$ cat src/rtl/logic_unit_pkg.sv
// Shared op codes, FSM state encoding and helpers for the pipelined logic unit.
package logic_unit_pkg;

  localparam logic [2:0] OP_AND     = 3'd0;
  localparam logic [2:0] OP_OR      = 3'd1;
  localparam logic [2:0] OP_XOR     = 3'd2;
  localparam logic [2:0] OP_NAND    = 3'd3;
  localparam logic [2:0] OP_NOR     = 3'd4;
  localparam logic [2:0] OP_XNOR    = 3'd5;
  localparam logic [2:0] OP_ACC_OR  = 3'd6;
  localparam logic [2:0] OP_ACC_XOR = 3'd7;

  typedef enum logic {
    ST_IDLE  = 1'b0,
    ST_ACCUM = 1'b1
  } state_t;

  function automatic logic is_acc_op(input logic [2:0] op);
    return (op == OP_ACC_OR) || (op == OP_ACC_XOR);
  endfunction

endpackage

$ cat src/rtl/logic_unit_alu.sv
// Combinational bitwise a-op-b; the accumulate ops fold their beat with plain OR/XOR.
module logic_unit_alu
  import logic_unit_pkg::*;
#(
  parameter int WIDTH = 16
) (
  input  logic [WIDTH-1:0] a,
  input  logic [WIDTH-1:0] b,
  input  logic [2:0]       op,
  output logic [WIDTH-1:0] y
);

  function automatic logic gate_bit(input logic x, input logic z, input logic [2:0] sel);
    logic r;
    case (sel)
      OP_AND:     r = x & z;
      OP_OR:      r = x | z;
      OP_XOR:     r = x ^ z;
      OP_NAND:    r = ~(x & z);
      OP_NOR:     r = ~(x | z);
      OP_XNOR:    r = ~(x ^ z);
      OP_ACC_OR:  r = x | z;
      OP_ACC_XOR: r = x ^ z;
      default:    r = x ^ z;
    endcase
    return r;
  endfunction

  generate
    for (genvar gi = 0; gi < WIDTH; gi++) begin : g_bit
      assign y[gi] = gate_bit(a[gi], b[gi], op);
    end
  endgenerate

endmodule

$ cat src/rtl/logic_unit_pipe.sv
// Registered WIDTH-bit logic unit with valid/ready handshake and multi-beat OR/XOR accumulation.
// Optional out_parity port is enabled by defining LOGIC_UNIT_PARITY_EN.
module logic_unit_pipe
  import logic_unit_pkg::*;
#(
  parameter int WIDTH     = 16,
  parameter int MAX_BEATS = 15,
  parameter int CNT_W     = $clog2(MAX_BEATS + 1)
) (
  input  logic             clk,
  input  logic             rst,
  input  logic             in_valid,
  output logic             in_ready,
  input  logic [WIDTH-1:0] in_a,
  input  logic [WIDTH-1:0] in_b,
  input  logic [2:0]       in_op,
  input  logic             in_last,
  output logic             out_valid,
  input  logic             out_ready,
  output logic [WIDTH-1:0] out_data,
  output logic [CNT_W-1:0] out_count,
`ifdef LOGIC_UNIT_PARITY_EN
  output logic             err,
  output logic             out_parity
`else
  output logic             err
`endif
);

  state_t           state_reg;
  logic [2:0]       lock_op_reg;
  logic [WIDTH-1:0] acc_reg;
  logic [CNT_W-1:0] cnt_reg;
  logic             out_valid_reg;
  logic [WIDTH-1:0] out_data_reg;
  logic [CNT_W-1:0] out_count_reg;
  logic             err_reg;

  logic [WIDTH-1:0] ab_next;
  logic [WIDTH-1:0] fold_next;
  logic [CNT_W-1:0] cnt_inc;
  logic             accept;
  logic             op_change;
  logic             continue_seq;
  logic             emit;
  logic [WIDTH-1:0] emit_data;
  logic [CNT_W-1:0] emit_count;

  logic_unit_alu #(.WIDTH(WIDTH)) u_alu (
    .a  (in_a),
    .b  (in_b),
    .op (in_op),
    .y  (ab_next)
  );

  assign in_ready     = !out_valid_reg || out_ready;
  assign accept       = in_valid && in_ready;
  assign op_change    = (state_reg == ST_ACCUM) && (in_op != lock_op_reg);
  assign continue_seq = (state_reg == ST_ACCUM) && !op_change;
  assign fold_next    = (lock_op_reg == OP_ACC_OR) ? (acc_reg | ab_next) : (acc_reg ^ ab_next);
  // Count saturates so a long sequence never reports a wrapped beat count.
  assign cnt_inc      = (cnt_reg >= CNT_W'(MAX_BEATS)) ? CNT_W'(MAX_BEATS) : cnt_reg + CNT_W'(1);

  // An op change falls through to the idle handling, so only a continuing sequence folds.
  always_comb begin
    emit_data  = continue_seq ? fold_next : ab_next;
    emit_count = continue_seq ? cnt_inc : CNT_W'(1);
    if (continue_seq) begin
      emit = accept && in_last;
    end else begin
      emit = accept && !(is_acc_op(in_op) && !in_last);
    end
  end

`ifdef LOGIC_UNIT_PARITY_EN
  logic out_parity_reg;
  assign out_parity = out_parity_reg;
`endif

  always_ff @(posedge clk) begin
    if (rst) begin
      state_reg     <= ST_IDLE;
      lock_op_reg   <= 3'd0;
      acc_reg       <= '0;
      cnt_reg       <= '0;
      out_valid_reg <= 1'b0;
      out_data_reg  <= '0;
      out_count_reg <= '0;
      err_reg       <= 1'b0;
`ifdef LOGIC_UNIT_PARITY_EN
      out_parity_reg <= 1'b0;
`endif
    end else begin
      err_reg <= accept && op_change;

      if (out_valid_reg && out_ready) begin
        out_valid_reg <= 1'b0;
      end

      if (emit) begin
        out_valid_reg <= 1'b1;
        out_data_reg  <= emit_data;
        out_count_reg <= emit_count;
`ifdef LOGIC_UNIT_PARITY_EN
        out_parity_reg <= ^emit_data;
`endif
      end

      if (accept) begin
        if (continue_seq && !in_last) begin
          acc_reg <= fold_next;
          cnt_reg <= cnt_inc;
        end else if (!continue_seq && is_acc_op(in_op) && !in_last) begin
          acc_reg     <= ab_next;
          cnt_reg     <= CNT_W'(1);
          lock_op_reg <= in_op;
          state_reg   <= ST_ACCUM;
        end else begin
          acc_reg   <= '0;
          cnt_reg   <= '0;
          state_reg <= ST_IDLE;
        end
      end
    end
  end

  assign out_valid = out_valid_reg;
  assign out_data  = out_data_reg;
  assign out_count = out_count_reg;
  assign err       = err_reg;

endmodule

$ cat config.mk
export PLATFORM = sky130hd
export DESIGN_NAME = logic_unit_pipe
export DESIGN_NICKNAME = d
export VERILOG_FILES = /design/src/rtl/logic_unit_pkg.sv /design/src/rtl/logic_unit_alu.sv /design/src/rtl/logic_unit_pipe.sv
export SDC_FILE = /design/constraint.sdc
export NUM_CORES = 1
export LEC_CHECK = 0
export BUFFER_PORTS_ARGS = -buffer_cell sky130_fd_sc_hd__buf_2
export CORE_ASPECT_RATIO = 1.75
export CORE_MARGIN = 10
export CORE_UTILIZATION = 45
export CTS_CLUSTER_SIZE = 10
export DETAILED_ROUTE_END_ITERATION = 7
export GPL_TIMING_DRIVEN = 0
export PLACE_DENSITY = 0.68
export REMOVE_ABC_BUFFERS = 1
export SYNTH_ARGS = -nofsm -noshare
export SYNTH_HDL_FRONTEND = slang
export SYNTH_SLANG_ARGS = --single-unit
$ cat constraint.sdc
create_clock -name clk -period 2.1 [get_ports clk]
set_input_delay 0.315 -clock clk [delete_from_list [all_inputs] [get_ports clk]]
set_output_delay 0.315 -clock clk [all_outputs]
set_load 0.005 [all_outputs]
**After elaboration in Yosys (flattened, before gate mapping)**

Index checks and enable logic that the tools add are counted.

- Bits of input ports: 40
- Word-level logic and storage cells: 170
- Output and inout port bits: 23
- Register bits after elaboration: 46

- Order comparisons: 1
- Add/subtract/negate cells: 1
- Equality and inequality tests: 9
- Muxes and demuxes: 28
- Reduce and logical (&&, ||, !) cells: 24
- Bitwise logic cells: 99

Operators by type and width:

| operator | count |
|---|---|
| one-hot mux 1 bit (6 select lines) | 16 |
| two-way mux 16 bit | 4 |
| NOT 1 bit | 49 |
| bitwise AND 1 bit | 16 |
| bitwise OR 1 bit | 16 |
| bitwise OR 16 bit | 1 |
| bitwise XOR 1 bit | 16 |
| bitwise XOR 16 bit | 1 |
| == test 3 bit (second input constant) | 5 |
| two-way mux 4 bit | 3 |
| logical AND 1 bit | 11 |
| == test 3 x 2 -> 1 bit (second input constant) | 2 |
| zero test 1 bit | 5 |
| two-way mux 1 bit | 5 |
| adder 4 x 1 -> 4 bit (second input constant) | 1 |
| >= comparator 4 bit (second input constant) | 1 |
| OR reduction 2 bit | 2 |
| == test 3 x 1 -> 1 bit (second input constant) | 1 |
| zero test 3 bit | 1 |
| != test 3 bit | 1 |
| AND reduction 3 bit | 1 |
| logical OR 1 bit | 2 |
| AND reduction 2 bit | 1 |
| nonzero test 2 bit | 1 |

**Depth between registers and ports, before layout**

- Depth after elaboration: 9
- Gate-level depth with buffers: 12
- Gate-level depth less buffers: 11

**By module**

Synthesis repeated with hierarchy kept, for this count alone.

- Cell total of the unflattened synthesis: 580
- Area, all modules: 4689.5 um^2

Modules (own cells, without submodules):

| module | instances | sequential area each (um^2) | area each (um^2) | cells an instance |
|---|---|---|---|---|
| logic_unit_pipe | 1 | 920.9 | 3074.2 | 360 |
| logic_unit_alu | 1 | 0.0 | 1615.3 | 220 |

**Least setup slack after synthesis**

Ideal clock, no wire load.

- Path kind: input-to-reg
- From: input in_a[15]
- To: register out_data_reg[15], in the netlist out_data[15]
- Buffers on the path: 0
- Arrival: 2040 ps
- Library setup time: 116 ps
- Required time: 1984 ps
- Stages: 10
- Slack: -56 ps
- Cell sequence: inv_1 -> ha_1 -> or2_2 -> a311o_1 -> a2bb2oi_1 -> ha_1 -> and2_1 -> o21ai_0 -> o211ai_1 -> o211a_1

- Longest elaborated chain between the ends: 6
- Elaborated cells between the ends (all ways): 11
- Those cells by class: mux (3); bitwise (8)

Ends and longest elaborated chain:

| what | RTL line | text |
|---|---|---|
| from (decl) | logic_unit_pipe.sv:14 | `input logic [WIDTH-1:0] in_a,` |
| bitwise XOR 1 bit (tied with other cells) | logic_unit_alu.sv:18, logic_unit_alu.sv:21, logic_unit_alu.sv:23 |  |
| NOT 1 bit (on tied branches) | logic_unit_alu.sv:21, logic_unit_alu.sv:19, logic_unit_alu.sv:20 |  |
| one-hot mux 1 bit (6 select lines) (*) | logic_unit_alu.sv:15 | `case (sel)` |
| bitwise XOR 16 bit / bitwise OR 16 bit (equally long branches) | logic_unit_pipe.sv:60 | `assign fold_next = (lock_op_reg == OP_ACC_OR) ? (acc_reg \| ab_next) : (acc_reg ^ ab_next);` |
| two-way mux 16 bit | logic_unit_pipe.sv:60 |  |
| two-way mux 16 bit (*) | logic_unit_pipe.sv:66 | `emit_data = continue_seq ? fold_next : ab_next;` |
| to (signal assigned) | logic_unit_pipe.sv:102 | `out_data_reg <= emit_data;` |
| to (decl) | logic_unit_pipe.sv:35 | `logic [WIDTH-1:0] out_data_reg;` |

Every way passes the cells marked *; elsewhere a longest branch is shown, timed or not.
A chain may end at the register's enable or synchronous reset.

**Final worst setup path**

- From: input in_a[8]
- To: register acc_reg[8]

- Longest elaborated chain between the ends: 6
- Elaborated cells between the ends (all ways): 12
- Those cells by class: mux (4); bitwise (8)

Ends and longest elaborated chain:

| what | RTL line | text |
|---|---|---|
| bitwise XOR 1 bit (tied with other cells) | logic_unit_alu.sv:18, logic_unit_alu.sv:21, logic_unit_alu.sv:23 |  |
| NOT 1 bit (on tied branches) | logic_unit_alu.sv:21, logic_unit_alu.sv:19, logic_unit_alu.sv:20 |  |
| one-hot mux 1 bit (6 select lines) (*) | logic_unit_alu.sv:15 |  |
| bitwise XOR 16 bit / bitwise OR 16 bit (equally long branches) | logic_unit_pipe.sv:60 |  |
| two-way mux 16 bit | logic_unit_pipe.sv:60 |  |
| two-way mux 16 bit (*) | logic_unit_pipe.sv:110 | `if (continue_seq && !in_last) begin` |
| to (signal assigned) | logic_unit_pipe.sv:111 | `acc_reg <= fold_next;` |
| to (signal assigned) | logic_unit_pipe.sv:114 | `acc_reg <= ab_next;` |
| to (decl) | logic_unit_pipe.sv:32 | `logic [WIDTH-1:0] acc_reg;` |

Marked as above.

==> flow_summary.toml <==
[status]
status = "finished, violations left"
failed_checks = "negative setup slack"

[drt]
via_count = 4162
firstDrtPassIters = 7
first_iter_violations = 302
detail_route.wl_per_cell_um = 17.3
drc = 0
vias_per_cell = 6.00
drt-total-wl_um = 12000
ant_nets = 0

[yosys]
synthesis.area_sq_mm = 0.00416
async_flop_share_pct = 0
yosys_warnings = 0
ys_seq_elements = 46
yosys-top-cells-area = "dfxtp_1, ha_1, inv_1, nand2_1, nand3_1"
seq_area_frac_synth_pct = 22.1
synthFlopType = "dfxtp_1"
synth_cell_types = 46
synth_top_area_cell = "dfxtp_1"
yosysTopAreaCellShare_pct = 22.1
synthCells = 545
syn_avg_cell_area_sq_um = 7.64
synth_edf_count = 0
synthTopCellsByCount = "inv_1, nand2_1, ha_1"
synth_most_common_cell = "inv_1"

[setup_path]
r2r-start = "lock_op_reg[0]"
worstSetupPathType = "in -> reg"
worstReg2RegEnd = "acc_reg[9]"
r2r_cells = 6
end_kind = "flop"
cp.required_ps = 2230
cp-start-kind = "input pin"
rrSetupSlack_ps = 10
cp.arrival_ps = 2290
critPathMaxFanout = 3

[power_and_ir_drop]
combPwrFrac_pct = 32.2
clkPwrFrac_pct = 31.3
cellPowerDensity_mw_per_mm2 = 526
p_total_w = 0.00260
seqPwrFrac_pct = 36.5
power_switching_w = 0.000852
p_int_w = 0.00175
p_leak_nw = 2.17
vdd_drop_max_mv = 0.306
switching_share_pct = 32.7

[grt]
grt_max_degree = 69
grt_pass1_vias = 4077
antenna_found_initial = 0
grt_overflow = 0
grtUsageTotal_pct = 16.2
grt_pass1_wl_um = 18900

[timing]
fin_crit_sh_pct = 103
relSlewSlack_pct = 45.1
fin_skew_ps = 4.40
fin_crit_ps = 2160
finalSetupViolations = 3
grt_setup_unrepaired = "yes"
layout_setup_ws_ps = -56.3
max_freq_mhz = 464
worst_slew_pin_slew_ps = 821
final-hold-violation-count = 0
maxSlewViolCount = 0

[flow_run]
drv_cap = 0

[die]
io_pins = 63
start_util_pct = 46.1
die_w_um = 92.7
die_area_sq_mm = 0.0136
die_h_um = 147
rows = 46
core_area_sq_mm = 0.00904

[cts]
holdBufCountCts = 0
clk_path_buf_depth = 2
cts.sinks = 46
cts_tree = "done"
cts_root_buf = "clkbuf_16"
cts_buffers = 5
clkLatencyLatePin_ps = 290
clkSlewWorstSetupHoldPaths_ps = 70
cts_max_level = 2

[final_layout]
fillCellCount = 846
syn_to_final_growth_pct = 18.8
multi_input_area_sq_mm = 0.00304
nNetsFinal = 662
drive_above_1_share_pct = 25.1
layoutNonFillerInstCount = 694
fin_area_sq_mm = 0.00495
diodes = 0
final_core_util_pct = 54.7
ff_latch_area_sq_um = 921

[hold_path]
min_path_cells = 3
min_from = "in_op[0]"
hold_path_end = "lock_op_reg[0]"
min-delay-path-class = "in -> reg"

[place]
post-place-ws_ps = -1650
dp_hpwl_um = 6990
gp_congestion = 0.783
numPortBuffers = 62
dpl.cell_count = 680
placed_cell_area_sq_mm = 0.00436
-- cell families (layout without fill, tap and decap cells) --
kind of cell / count (synthesis) / count (layout) / synth area share, %
AOI/OAI and AO/OA: 128 / 129 / 23.1
xor gates and xnor gates: 3 / 3 / 0.631
DFF: 46 / 46 / 22.1
buffers and inverters: 111 / 138 / 12.1
muxes: 1 / 1 / 0.240
and+or+nand+nor: 207 / 208 / 27.1
adders and majority gates: 49 / 49 / 14.7
-- worst max-delay path, cell delays in order --
cell      delay (ps)
buf_2             90
inv_1             40
ha_1             220
or2_2            290
a311oi_2         280
o22ai_2          130
inv_1             80
ha_1             220
nand2_1           50
o21ai_0          130
a221oi_1         350
a211oi_1         100
-- power by group through the flow --
| stage | combinational (W) | clock, W | sequential [W] |
|---|---|---|---|
| after detailed placement | 0.000694 | 0 | 0.000969 |
| final | 0.000838 | 0.000816 | 0.000951 |
| after global placement | 0.000651 | 0 | 0.000967 |
| after CTS | 0.000767 | 0.000810 | 0.000950 |
| after floorplan | 0.000440 | 0 | 0.000966 |
| after global routing | 0.000926 | 0.000852 | 0.000955 |
-- routing by layer --
layer / global-route usage (%) / share of wire [%] / vias to the layer above
met3: 3.32 / 5.3 / 22
met2: 30.0 / 52 / 114
met5: 0 / 0 / -
met1: 17.2 / 40 / 2030
li1: - / - / 1996
met4: 6.51 / 2.5 / 0
-- placed cells by master (no fill, tap or decap), types with 4 or more instances in the layout --
master     instances
nor3b_1           17
a221oi_1           8
nand2b_1           6
ha_1              46
a31oi_1           16
nand2_1           52
clkbuf_16          6
o21ai_1            7
a311oi_2          15
inv_1             62
o22ai_2           15
a221oi_2           4
o21ai_0            8
o311a_1           15
or2_2             15
a21oi_1            7
o211ai_1           4
nand3_1           35
nor2_1            30
and2_1            18
dfxtp_1           46
nand3b_1          18
buf_2             59
a211oi_1          12
-- through the flow --
| step | hold WS (ps) | TNS, ps |
|---|---|---|
| CTS | 415 | -157 |
| global placement | 437 | -57100 |
| global route | 462 | -1220 |
| detailed placement | 442 | -64250 |
| finish | 439 | -131 |
| floorplan | 377 | -302 |
-- worst max-delay path by stage --
stage / startpoint / endpoint / slack (ps) / cells after the start
3_5_place_dp: in_op[0] / acc_reg[9] / -1650 / 6
4_1_cts: in_op[0] / acc_reg[5] / -30 / 10
3_3_place_gp: in_op[0] / acc_reg[3] / -1410 / 6
5_1_grt: in_a[1] / acc_reg[1] / -120 / 12
2_1_floorplan: in_a[15] / out_data[15] / -90 / 10
6_report: in_a[8] / acc_reg[8] / -60 / 12
-- final cells by class --
cell class | count | area share [%]
repair buffers | 66 | 9.10
multi-input cells | 390 | 61.4
clock inverters | 1 | 0.101
well taps | 120 | 3.03
clock buffers | 7 | 2.88
inverters | 64 | 4.86
flip-flops and latches | 46 | 18.6
-- what timing repair did --
action | in CTS | in global routing
setup buffers | 1 | 1
endpoints found under the setup margin | 44 | 35
hold endpoints to repair | 0 | 0
resized for setup | 39 | 42
pin swaps | 2 | 14
gates cloned | 3 | 1
No activity file was read; power rests on OpenSTA's default activity.
